### config.mk
export PLATFORM = sky130hd
export DESIGN_NAME = seq_chunk_adder
export DESIGN_NICKNAME = d
export VERILOG_FILES = /design/src/rtl/seq_chunk_adder_pkg.sv /design/src/rtl/seq_chunk_adder_rca.sv /design/src/rtl/seq_chunk_adder.sv
export SDC_FILE = /design/constraint.sdc
export NUM_CORES = 1
export LEC_CHECK = 0
export ABC_AREA = 0
export BUFFER_PORTS_ARGS = -buffer_cell sky130_fd_sc_hd__buf_2
export CORE_ASPECT_RATIO = 0.5
export CORE_UTILIZATION = 55
export CTS_BUF_LIST = sky130_fd_sc_hd__clkbuf_16
export DETAILED_ROUTE_END_ITERATION = 16
export HOLD_SLACK_MARGIN = 0.12
export PLACE_DENSITY_LB_ADDON = 0.3
export SYNTH_ARGS = -nofsm -noshare
export SYNTH_HDL_FRONTEND = slang
export SYNTH_SLANG_ARGS = --single-unit
### constraint.sdc
create_clock -name clk -period 4.61 [get_ports clk]
set_input_delay 0.922 -clock clk [delete_from_list [all_inputs] [get_ports clk]]
set_output_delay 0.922 -clock clk [all_outputs]
set_load 0.05 [all_outputs]
### src/rtl/seq_chunk_adder_pkg.sv
// Shared definitions for the chunk-serial adder: FSM encoding and chunk-count helpers.
package seq_chunk_adder_pkg;

  typedef enum logic [1:0] {
    StIdle = 2'd0,
    StRun  = 2'd1,
    StDone = 2'd2
  } state_e;

  function automatic int unsigned calc_nchunk(input int unsigned width, input int unsigned chunk);
    return width / chunk;
  endfunction

  // A single chunk still needs a 1-bit index register.
  function automatic int unsigned calc_idx_w(input int unsigned nchunk);
    return (nchunk > 1) ? $clog2(nchunk) : 1;
  endfunction

endpackage

### src/rtl/seq_chunk_adder_rca.sv
// CHUNK-bit combinational ripple-carry adder; also exposes the carry into its MSB.
module rca_chunk #(
  parameter int unsigned CHUNK = 4
) (
  input  logic [CHUNK-1:0] a,
  input  logic [CHUNK-1:0] b,
  input  logic             cin,
  output logic [CHUNK-1:0] sum,
  output logic             cout,
  output logic             cmsb
);

  logic [CHUNK:0] c;

  always_comb begin
    c    = '0;
    sum  = '0;
    c[0] = cin;
    for (int unsigned i = 0; i < CHUNK; i++) begin
      sum[i]   = a[i] ^ b[i] ^ c[i];
      c[i+1]   = (a[i] & b[i]) | (c[i] & (a[i] ^ b[i]));
    end
  end

  assign cout = c[CHUNK];
  assign cmsb = c[CHUNK-1];

endmodule

### src/rtl/seq_chunk_adder.sv
// Chunk-serial adder/subtractor: processes CHUNK bits per clock through one shared RCA.
module seq_chunk_adder
  import seq_chunk_adder_pkg::*;
#(
  parameter int unsigned WIDTH = 16,
  parameter int unsigned CHUNK = 4
) (
  input  logic             clk,
  input  logic             rst,
  input  logic             start,
  input  logic [WIDTH-1:0] a,
  input  logic [WIDTH-1:0] b,
  input  logic             cin,
  input  logic             sub,
  output logic             busy,
  output logic             done,
  output logic [WIDTH-1:0] sum,
  output logic             cout,
  output logic             ovf
);

  localparam int unsigned NChunk = calc_nchunk(WIDTH, CHUNK);
  localparam int unsigned IdxW   = calc_idx_w(NChunk);
  localparam logic [IdxW-1:0] LastIdx = IdxW'(NChunk - 1);

  state_e           state_q, state_d;
  logic [IdxW-1:0]  k_q, k_d;
  logic [WIDTH-1:0] a_q, a_d, b_q, b_d, acc_q, acc_d, sum_q, sum_d;
  logic             carry_q, carry_d, cout_q, cout_d, ovf_q, ovf_d;

  logic [CHUNK-1:0] a_chunk, b_chunk, chunk_sum;
  logic             chunk_cout, chunk_cmsb;

  always_comb begin
    a_chunk = '0;
    b_chunk = '0;
    for (int unsigned i = 0; i < NChunk; i++) begin
      if (k_q == IdxW'(i)) begin
        a_chunk = a_q[i*CHUNK +: CHUNK];
        b_chunk = b_q[i*CHUNK +: CHUNK];
      end
    end
  end

  rca_chunk #(
    .CHUNK (CHUNK)
  ) u_rca (
    .a    (a_chunk),
    .b    (b_chunk),
    .cin  (carry_q),
    .sum  (chunk_sum),
    .cout (chunk_cout),
    .cmsb (chunk_cmsb)
  );

  always_comb begin
    state_d = state_q;
    k_d     = k_q;
    a_d     = a_q;
    b_d     = b_q;
    acc_d   = acc_q;
    carry_d = carry_q;
    sum_d   = sum_q;
    cout_d  = cout_q;
    ovf_d   = ovf_q;
    unique case (state_q)
      StIdle: begin
        if (start) begin
          // Subtract is a + ~b + 1, so fold the inversion and forced carry in here.
          a_d     = a;
          b_d     = sub ? ~b : b;
          carry_d = sub ? 1'b1 : cin;
          k_d     = '0;
          state_d = StRun;
        end
      end
      StRun: begin
        for (int unsigned i = 0; i < NChunk; i++) begin
          if (k_q == IdxW'(i)) acc_d[i*CHUNK +: CHUNK] = chunk_sum;
        end
        carry_d = chunk_cout;
        if (k_q == LastIdx) begin
          k_d     = '0;
          sum_d   = acc_d;
          cout_d  = chunk_cout;
          ovf_d   = chunk_cout ^ chunk_cmsb;
          state_d = StDone;
        end else begin
          k_d = k_q + 1'b1;
        end
      end
      StDone:  state_d = StIdle;
      default: state_d = StIdle;
    endcase
  end

  always_ff @(posedge clk) begin
    if (rst) begin
      state_q <= StIdle;
      k_q     <= '0;
      a_q     <= '0;
      b_q     <= '0;
      acc_q   <= '0;
      carry_q <= 1'b0;
      sum_q   <= '0;
      cout_q  <= 1'b0;
      ovf_q   <= 1'b0;
    end else begin
      state_q <= state_d;
      k_q     <= k_d;
      a_q     <= a_d;
      b_q     <= b_d;
      acc_q   <= acc_d;
      carry_q <= carry_d;
      sum_q   <= sum_d;
      cout_q  <= cout_d;
      ovf_q   <= ovf_d;
    end
  end

  assign busy = (state_q == StRun);
  assign done = (state_q == StDone);
  assign sum  = sum_q;
  assign cout = cout_q;
  assign ovf  = ovf_q;

endmodule

; After elaboration in Yosys (flattened, before gate mapping)
; Cells that the tools add are included.
[classes]
multipliers = 0
div = 0
eq_ne = 7
n_addsub = 1
n_mux = 22
reduce_logical = 7
shift = 0
n_bitwise = 22
n_lt_le_gt_ge = 0
[op_table]
columns = operator, n
row1 = two-way mux 4 bit, 12
row2 = two-way mux 16 bit, 1
row3 = NOT 16 bit, 1
row4 = XOR 1 bit, 9
row5 = bitwise AND 1 bit, 8
row6 = two-way mux 2 bit, 4
row7 = one-hot mux 2 bit (2 select lines), 2
row8 = AND reduction 2 bit, 4
row9 = "== test 2 bit, second input constant", 3
row10 = "== test 2 x 1 -> 1 bit, second input constant", 2
row11 = logical NOT 2 bit, 2
row12 = OR 1 bit, 4
row13 = "adder 2 x 1 -> 2 bit, second input constant", 1
row14 = two-way mux 1 bit, 2
row15 = "!= test 2 x 1 -> 1 bit, second input constant", 1
row16 = "!= test 2 bit, second input constant", 1
row17 = one-hot mux 1 bit (2 select lines), 1
row18 = nonzero test 2 bit, 1
[word_totals]
mem_bits_ro = 0
memories = 0
inputBits = 37
ramBits = 0
output_inout_bits = 20
latchBits = 0
register_bits = 71

; Logic depth before layout (Yosys ltp)
[logic_depth]
depth_word = 15
mapped_depth = 15
depth_no_buf = 13

; Cells and area by module
; A second synthesis with hierarchy kept.
[hier_totals]
cells_unflattened = 355
hier_area_um2 = 3094.2
[modules_own_cells]
columns = mod, n_inst, seq_area_each_um2, cells_each, area_per_inst_um2
row1 = seq_chunk_adder, 1, 1341.3, 343, 2984.1
row2 = rca_chunk, 1, 0.0, 12, 110.1

; Worst setup path before layout
; OpenSTA, ideal clock, no wires.
[synth_path]
kind = reg-to-reg
start = register k_q[0]
end = register acc_q[3]
setup_ns = 0.070
path_stages_with_launch = 15
t_arrival_ns = 3.345
path_slack_ns = 1.195
cell_sequence = dfxtp_1 -> inv_1 -> ha_1 -> clkbuf_1 -> buf_1 -> a21oi_1 -> a22oi_1 -> fa_1 -> inv_1 -> fa_1 -> fa_1 -> fa_1 -> clkbuf_1 -> nand3_1 -> a21oi_1
[synth_between]
elab_chain_cells = 14
elab_cells_between_ends = 27
cone_classes = eq/ne (3) / mux (9) / bitwise (14) / reduce/logical (1)
[synth_lines]
columns = item, line
row1 = "start, declared", seq_chunk_adder.sv:27  ; logic [IdxW-1:0] k_q, k_d;
row2 = "start signal, assigned", seq_chunk_adder.sv:110  ; k_q <= k_d;
row3 = logical NOT 2 bit, "seq_chunk_adder.sv:38, seq_chunk_adder.sv:79"
row4 = two-way mux 4 bit (4 in series), seq_chunk_adder.sv:38  ; if (k_q == IdxW'(i)) begin
row5 = XOR 1 bit, seq_chunk_adder_rca.sv:21  ; c[i+1] = (a[i] & b[i]) | (c[i] & (a[i] ^ b[i]));
row6 = bitwise AND 1 bit, seq_chunk_adder_rca.sv:21
row7 = OR 1 bit, seq_chunk_adder_rca.sv:21
row8 = bitwise AND 1 bit, seq_chunk_adder_rca.sv:21
row9 = OR 1 bit, seq_chunk_adder_rca.sv:21
row10 = bitwise AND 1 bit, seq_chunk_adder_rca.sv:21
row11 = OR 1 bit, seq_chunk_adder_rca.sv:21
row12 = XOR 1 bit, seq_chunk_adder_rca.sv:20  ; sum[i] = a[i] ^ b[i] ^ c[i];
row13 = two-way mux 4 bit (*), seq_chunk_adder.sv:79  ; if (k_q == IdxW'(i)) acc_d[i*CHUNK +: CHUNK] = chunk_sum;
row14 = "end signal, assigned", seq_chunk_adder.sv:103  ; acc_q <= '0;
row15 = "end signal, assigned", seq_chunk_adder.sv:113  ; acc_q <= acc_d;
row16 = "end, declared", seq_chunk_adder.sv:28  ; logic [WIDTH-1:0] a_q, a_d, b_q, b_d, acc_q, acc_d, sum_q, sum_d;
; Mark *: on every way between the ends. The rest lies on a longest branch, timed or not.
; A chain may end at the register's enable or synchronous reset.

; Worst setup path after layout
[layout_path]
start = register k_q[0]
end = register acc_q[11]
[layout_between]
elab_chain_cells = 14
elab_cells_between_ends = 27
cone_classes = eq/ne (3) / mux (9) / bitwise (14) / reduce/logical (1)
[layout_lines]
columns = item, line
row1 = logical NOT 2 bit, seq_chunk_adder.sv:38
row2 = two-way mux 4 bit (4 in series), seq_chunk_adder.sv:38
row3 = XOR 1 bit, seq_chunk_adder_rca.sv:21
row4 = bitwise AND 1 bit, seq_chunk_adder_rca.sv:21
row5 = OR 1 bit, seq_chunk_adder_rca.sv:21
row6 = bitwise AND 1 bit, seq_chunk_adder_rca.sv:21
row7 = OR 1 bit, seq_chunk_adder_rca.sv:21
row8 = bitwise AND 1 bit, seq_chunk_adder_rca.sv:21
row9 = OR 1 bit, seq_chunk_adder_rca.sv:21
row10 = XOR 1 bit, seq_chunk_adder_rca.sv:20
row11 = two-way mux 4 bit (*), seq_chunk_adder.sv:79
; Marks and branches as above.

==> tab_implementation.tex <==
\begin{tabular}{lr}
\hline
Metric & Value \\
\hline
\multicolumn{2}{l}{\textbf{Status}} \\
Result of the run & complete, no violations \\
\multicolumn{2}{l}{\textbf{Drt}} \\
Final Routed Wirelength & 6.97 mm \\
First drt pass iteration count & 4 \\
Drt wl/cell & 15.2 µm \\
Via Count & 2,541 \\
Starting DRT DRC Count & 171 \\
Final routed DRC violation total & 0 \\
Residual antenna-violating net count after detailed routing & 0 \\
Via count normalized by instance count & 5.55 \\
\multicolumn{2}{l}{\textbf{Timing}} \\
Highest Clock Rate & between 0.2 and 0.3 GHz \\
Share of the cycle needed by the critical path after routing & between 80\% and 90\% \\
Accumulated negative setup slack & 0 ns \\
Final setup violation count & 0 \\
Slew @ Worst Pin & between 1 and 1.5 ns \\
Setup repair after global routing missed its margin & no \\
Worst path setup slack after routing & 0.702 ns \\
Final-report max-slew violation count & 0 \\
Fin Clk Skew & 0.00650 ns \\
Slew Limit Headroom & 32.0\% \\
Final period demand of the worst path & 3.91 ns \\
Number of hold violations in the final report & 0 \\
\multicolumn{2}{l}{\textbf{Global route}} \\
Total global-route track usage & between 20\% and 30\% \\
Via count of the first global-routing pass & between 2,000 and 2,500 \\
Number of antenna violations at the first check in global routing & 0 \\
Wire length of the first global-routing pass & about 11 mm \\
Pin count of the biggest net entering global routing & 52 \\
Grt total ovfl & 0 \\
\multicolumn{2}{l}{\textbf{Setup path}} \\
Highest fanout seen on the critical path & 27 \\
Type of element launching the critical path & register \\
Required @ worst endpoint & roughly 4.9 ns \\
Critical path class & register to register \\
CP arrival & between 4 and 5 ns \\
Crit path capture type & register \\
\multicolumn{2}{l}{\textbf{Clocking}} \\
Post\_cts resized & 0 \\
Insertion delay of the later-clocked pin in the worst-skew pair & 0.33 ns \\
Clock tree from TritonCTS & done \\
Clock tree sinks & 67 \\
CTS Buffer Depth & 2 \\
Clock buffer count from CTS & 9 \\
Number of buffers added for setup after CTS & 0 \\
Clock root buffer & sky130\_fd\_sc\_hd\_\_clkbuf\_16 \\
Worst-path clk slew & roughly 0.050 ns \\
Maximum level of the CTS H-tree & 3 \\
Total of hold buffers inserted after clock tree synthesis & 0 \\
\multicolumn{2}{l}{\textbf{Place}} \\
Placer congestion estimate & 0.801 \\
Number of buffer cells added on primary ports & between 50 and 60 \\
Placed Area & around 3200 µm² \\
Post-detail-place hpwl & $\sim$4.6 mm \\
Setup Slack @ Placement & approximately 0.82 ns \\
\multicolumn{2}{l}{\textbf{Cells and area}} \\
Area of all placed cells without fillers & 3530 µm² \\
Highest-count cells in the layout ignoring fill and taps & sky130\_fd\_sc\_hd\_\_dfxtp\_1 (67), sky130\_fd\_sc\_hd\_\_buf\_2 (56), sky130\_fd\_sc\_hd\_\_nand2\_1 (51) \\
Antenna diode count & 0 \\
Fill count & 429 \\
Area overhead of the layout relative to synthesis & 17.4\% \\
Final-stage net count & between 400 and 500 \\
Leading cell type in the layout, fill and taps excluded & sky130\_fd\_sc\_hd\_\_dfxtp\_1 \\
Share of post-route cells with drive strength above 1 & between 10\% and 20\% \\
\multicolumn{2}{l}{\textbf{Logic synthesis}} \\
Number of different library cells in the post-synthesis netlist & 31 \\
Largest family of logic cells by synthesized area & compound AO/OA/AOI/OAI gates \\
Post-synthesis compound-gate area fraction & 22.9\% \\
Synthesized Nets & 394 \\
Gate count after technology mapping & $\sim$350 \\
Number of warnings reported in the yosys synthesis log & 0 \\
Cell Area, Synth & 3010 µm² \\
Avg Synthesized Cell Area & 8.61 µm² \\
Adder and majority cell fraction of the synthesized area & between 4 and 5\% \\
Seq/Total Area, Yosys & between 40\% and 50\% \\
Multiplexer share of the synthesized area & under 10\% \\
XOR/XNOR Fraction of Synth Area & under 10\% \\
Yosys reg bits & 67 \\
Area fraction in and, or, nand and nor cells after synthesis & 13.4\% \\
\multicolumn{2}{l}{\textbf{Flow run}} \\
Number of max-cap violations & 0 \\
\multicolumn{2}{l}{\textbf{Floorplanning}} \\
Area of the core & a little over 5000 µm² \\
Number of top-level design ports & 57 \\
Die H & roughly 54 µm \\
Initial core utilization & 59.0\% \\
Width of the die & 107 µm \\
Count of standard-cell rows & 18 \\
Die area & 5780 µm² \\
\multicolumn{2}{l}{\textbf{Pwr}} \\
Largest vdd supply drop & approximately 0.00026 V \\
Power density normalized to cell area & $\sim$420 nW/µm² \\
Overall Power & 1.49 mW \\
Static Leakage & approximately 1.4 nW \\
\multicolumn{2}{l}{\textbf{Worst hold path}} \\
Class of the tightest hold or removal check & register to register \\
\hline
\end{tabular}
kinds of logic after synthesis:
family	after synthesis
compound gates	107
xor+xnor	17
fa+ha+maj	8
buf+inv	49
flops	67
mux	9
simple gates	92
per-layer routing:
metal / global-route usage [%] / part of all wire (%)
met2: 41.9 / 47
met1: 32.0 / 46
met5: 0 / 0
met3: 7.14 / 7.0
met4: 11.4 / 0.90
power by group:
group	leakage [nW]	total [mW]	internal, mW	switching [mW]
clock	0.152	0.656	0.412	0.244
combinational	0.742	0.207	0.0785	0.128
sequential	0.547	0.627	0.609	0.0184
total	1.44	1.49	1.10	0.390
final cells by class:
cell class              count  area [µm²]  area share [%]
clock buffers               9         225            6.38
clock inverters             7        61.3            1.74
inverters                  14        52.6            1.49
multi-input cells         233        1470            41.5
flip-flops and latches     67        1340            38.0
well taps                  70        87.6            2.48
repair buffers             58         295            8.37
critical path, stage by stage, from the launching register on:
cell                      delay (ns)
sky130_fd_sc_hd__dfxtp_1        0.35
sky130_fd_sc_hd__inv_1          0.09
sky130_fd_sc_hd__ha_1           0.84
sky130_fd_sc_hd__a21oi_1        0.17
sky130_fd_sc_hd__a22oi_1        0.25
sky130_fd_sc_hd__fa_1           0.22
sky130_fd_sc_hd__inv_1          0.05
sky130_fd_sc_hd__fa_1           0.38
sky130_fd_sc_hd__fa_1           0.46
sky130_fd_sc_hd__fa_1           0.70
sky130_fd_sc_hd__nand3_1        0.12
sky130_fd_sc_hd__a21oi_1        0.19
state kept, by name (all words and copies together) (netlist names):
signal,count
a_q,16
b_q,16
sum,16
acc_q,12
k_q,2
state_q,2
carry_q,1
cout,1
ovf,1
worst paths after layout:
kind	start	end	slack [ns]	cells after the start
worst max-delay path	k_q[0]	acc_q[11]	0.70	11
worst min-delay path	acc_q[2]	acc_q[2]	0.45	2
worst max register to register	k_q[0]	acc_q[11]	0.70	11
worst min register to register	acc_q[2]	acc_q[2]	0.45	2
Yosys cell counts:
master | count | area (µm²)
sky130_fd_sc_hd__a31oi_1 | 1 | 6.26
sky130_fd_sc_hd__nand3b_1 | 4 | 30.0
sky130_fd_sc_hd__buf_4 | 1 | 7.51
sky130_fd_sc_hd__a22oi_1 | 2 | 15.0
sky130_fd_sc_hd__a211oi_1 | 16 | 120
sky130_fd_sc_hd__o2bb2ai_1 | 10 | 87.6
sky130_fd_sc_hd__dfxtp_1 | 67 | 1340
sky130_fd_sc_hd__nor2b_1 | 2 | 12.5
sky130_fd_sc_hd__mux2i_1 | 9 | 90.1
sky130_fd_sc_hd__o21ai_0 | 10 | 50.1
sky130_fd_sc_hd__a22o_1 | 14 | 123
sky130_fd_sc_hd__nand3_1 | 10 | 50.1
sky130_fd_sc_hd__nand2_1 | 51 | 191
sky130_fd_sc_hd__fa_1 | 4 | 80.1
sky130_fd_sc_hd__nor3b_2 | 1 | 12.5
sky130_fd_sc_hd__or4_1 | 1 | 7.51
sky130_fd_sc_hd__a311oi_1 | 3 | 26.3
sky130_fd_sc_hd__o31ai_1 | 1 | 7.51
sky130_fd_sc_hd__nor4b_1 | 1 | 8.76
sky130_fd_sc_hd__inv_1 | 14 | 52.6
sky130_fd_sc_hd__buf_2 | 13 | 65.1
sky130_fd_sc_hd__xnor2_1 | 12 | 105
sky130_fd_sc_hd__a21oi_1 | 49 | 245
sky130_fd_sc_hd__nor2_1 | 20 | 75.1
sky130_fd_sc_hd__or3b_1 | 1 | 8.76
sky130_fd_sc_hd__xor2_1 | 5 | 43.8
sky130_fd_sc_hd__buf_1 | 5 | 18.8
sky130_fd_sc_hd__ha_1 | 4 | 50.1
sky130_fd_sc_hd__clkbuf_1 | 16 | 60.1
sky130_fd_sc_hd__o21a_1 | 1 | 7.51
sky130_fd_sc_hd__nand2b_1 | 1 | 6.26
through the flow:
step                      std cells  hold WS, ns  utilization (%)
final                           458        0.454             69.3
after global routing            458        0.475             69.3
after global placement          442        0.438             63.7
after floorplan                 349        0.436                -
after CTS                       458        0.456             69.3
after detailed placement        442        0.445             63.7
Power figures use the tool's default switching activity.
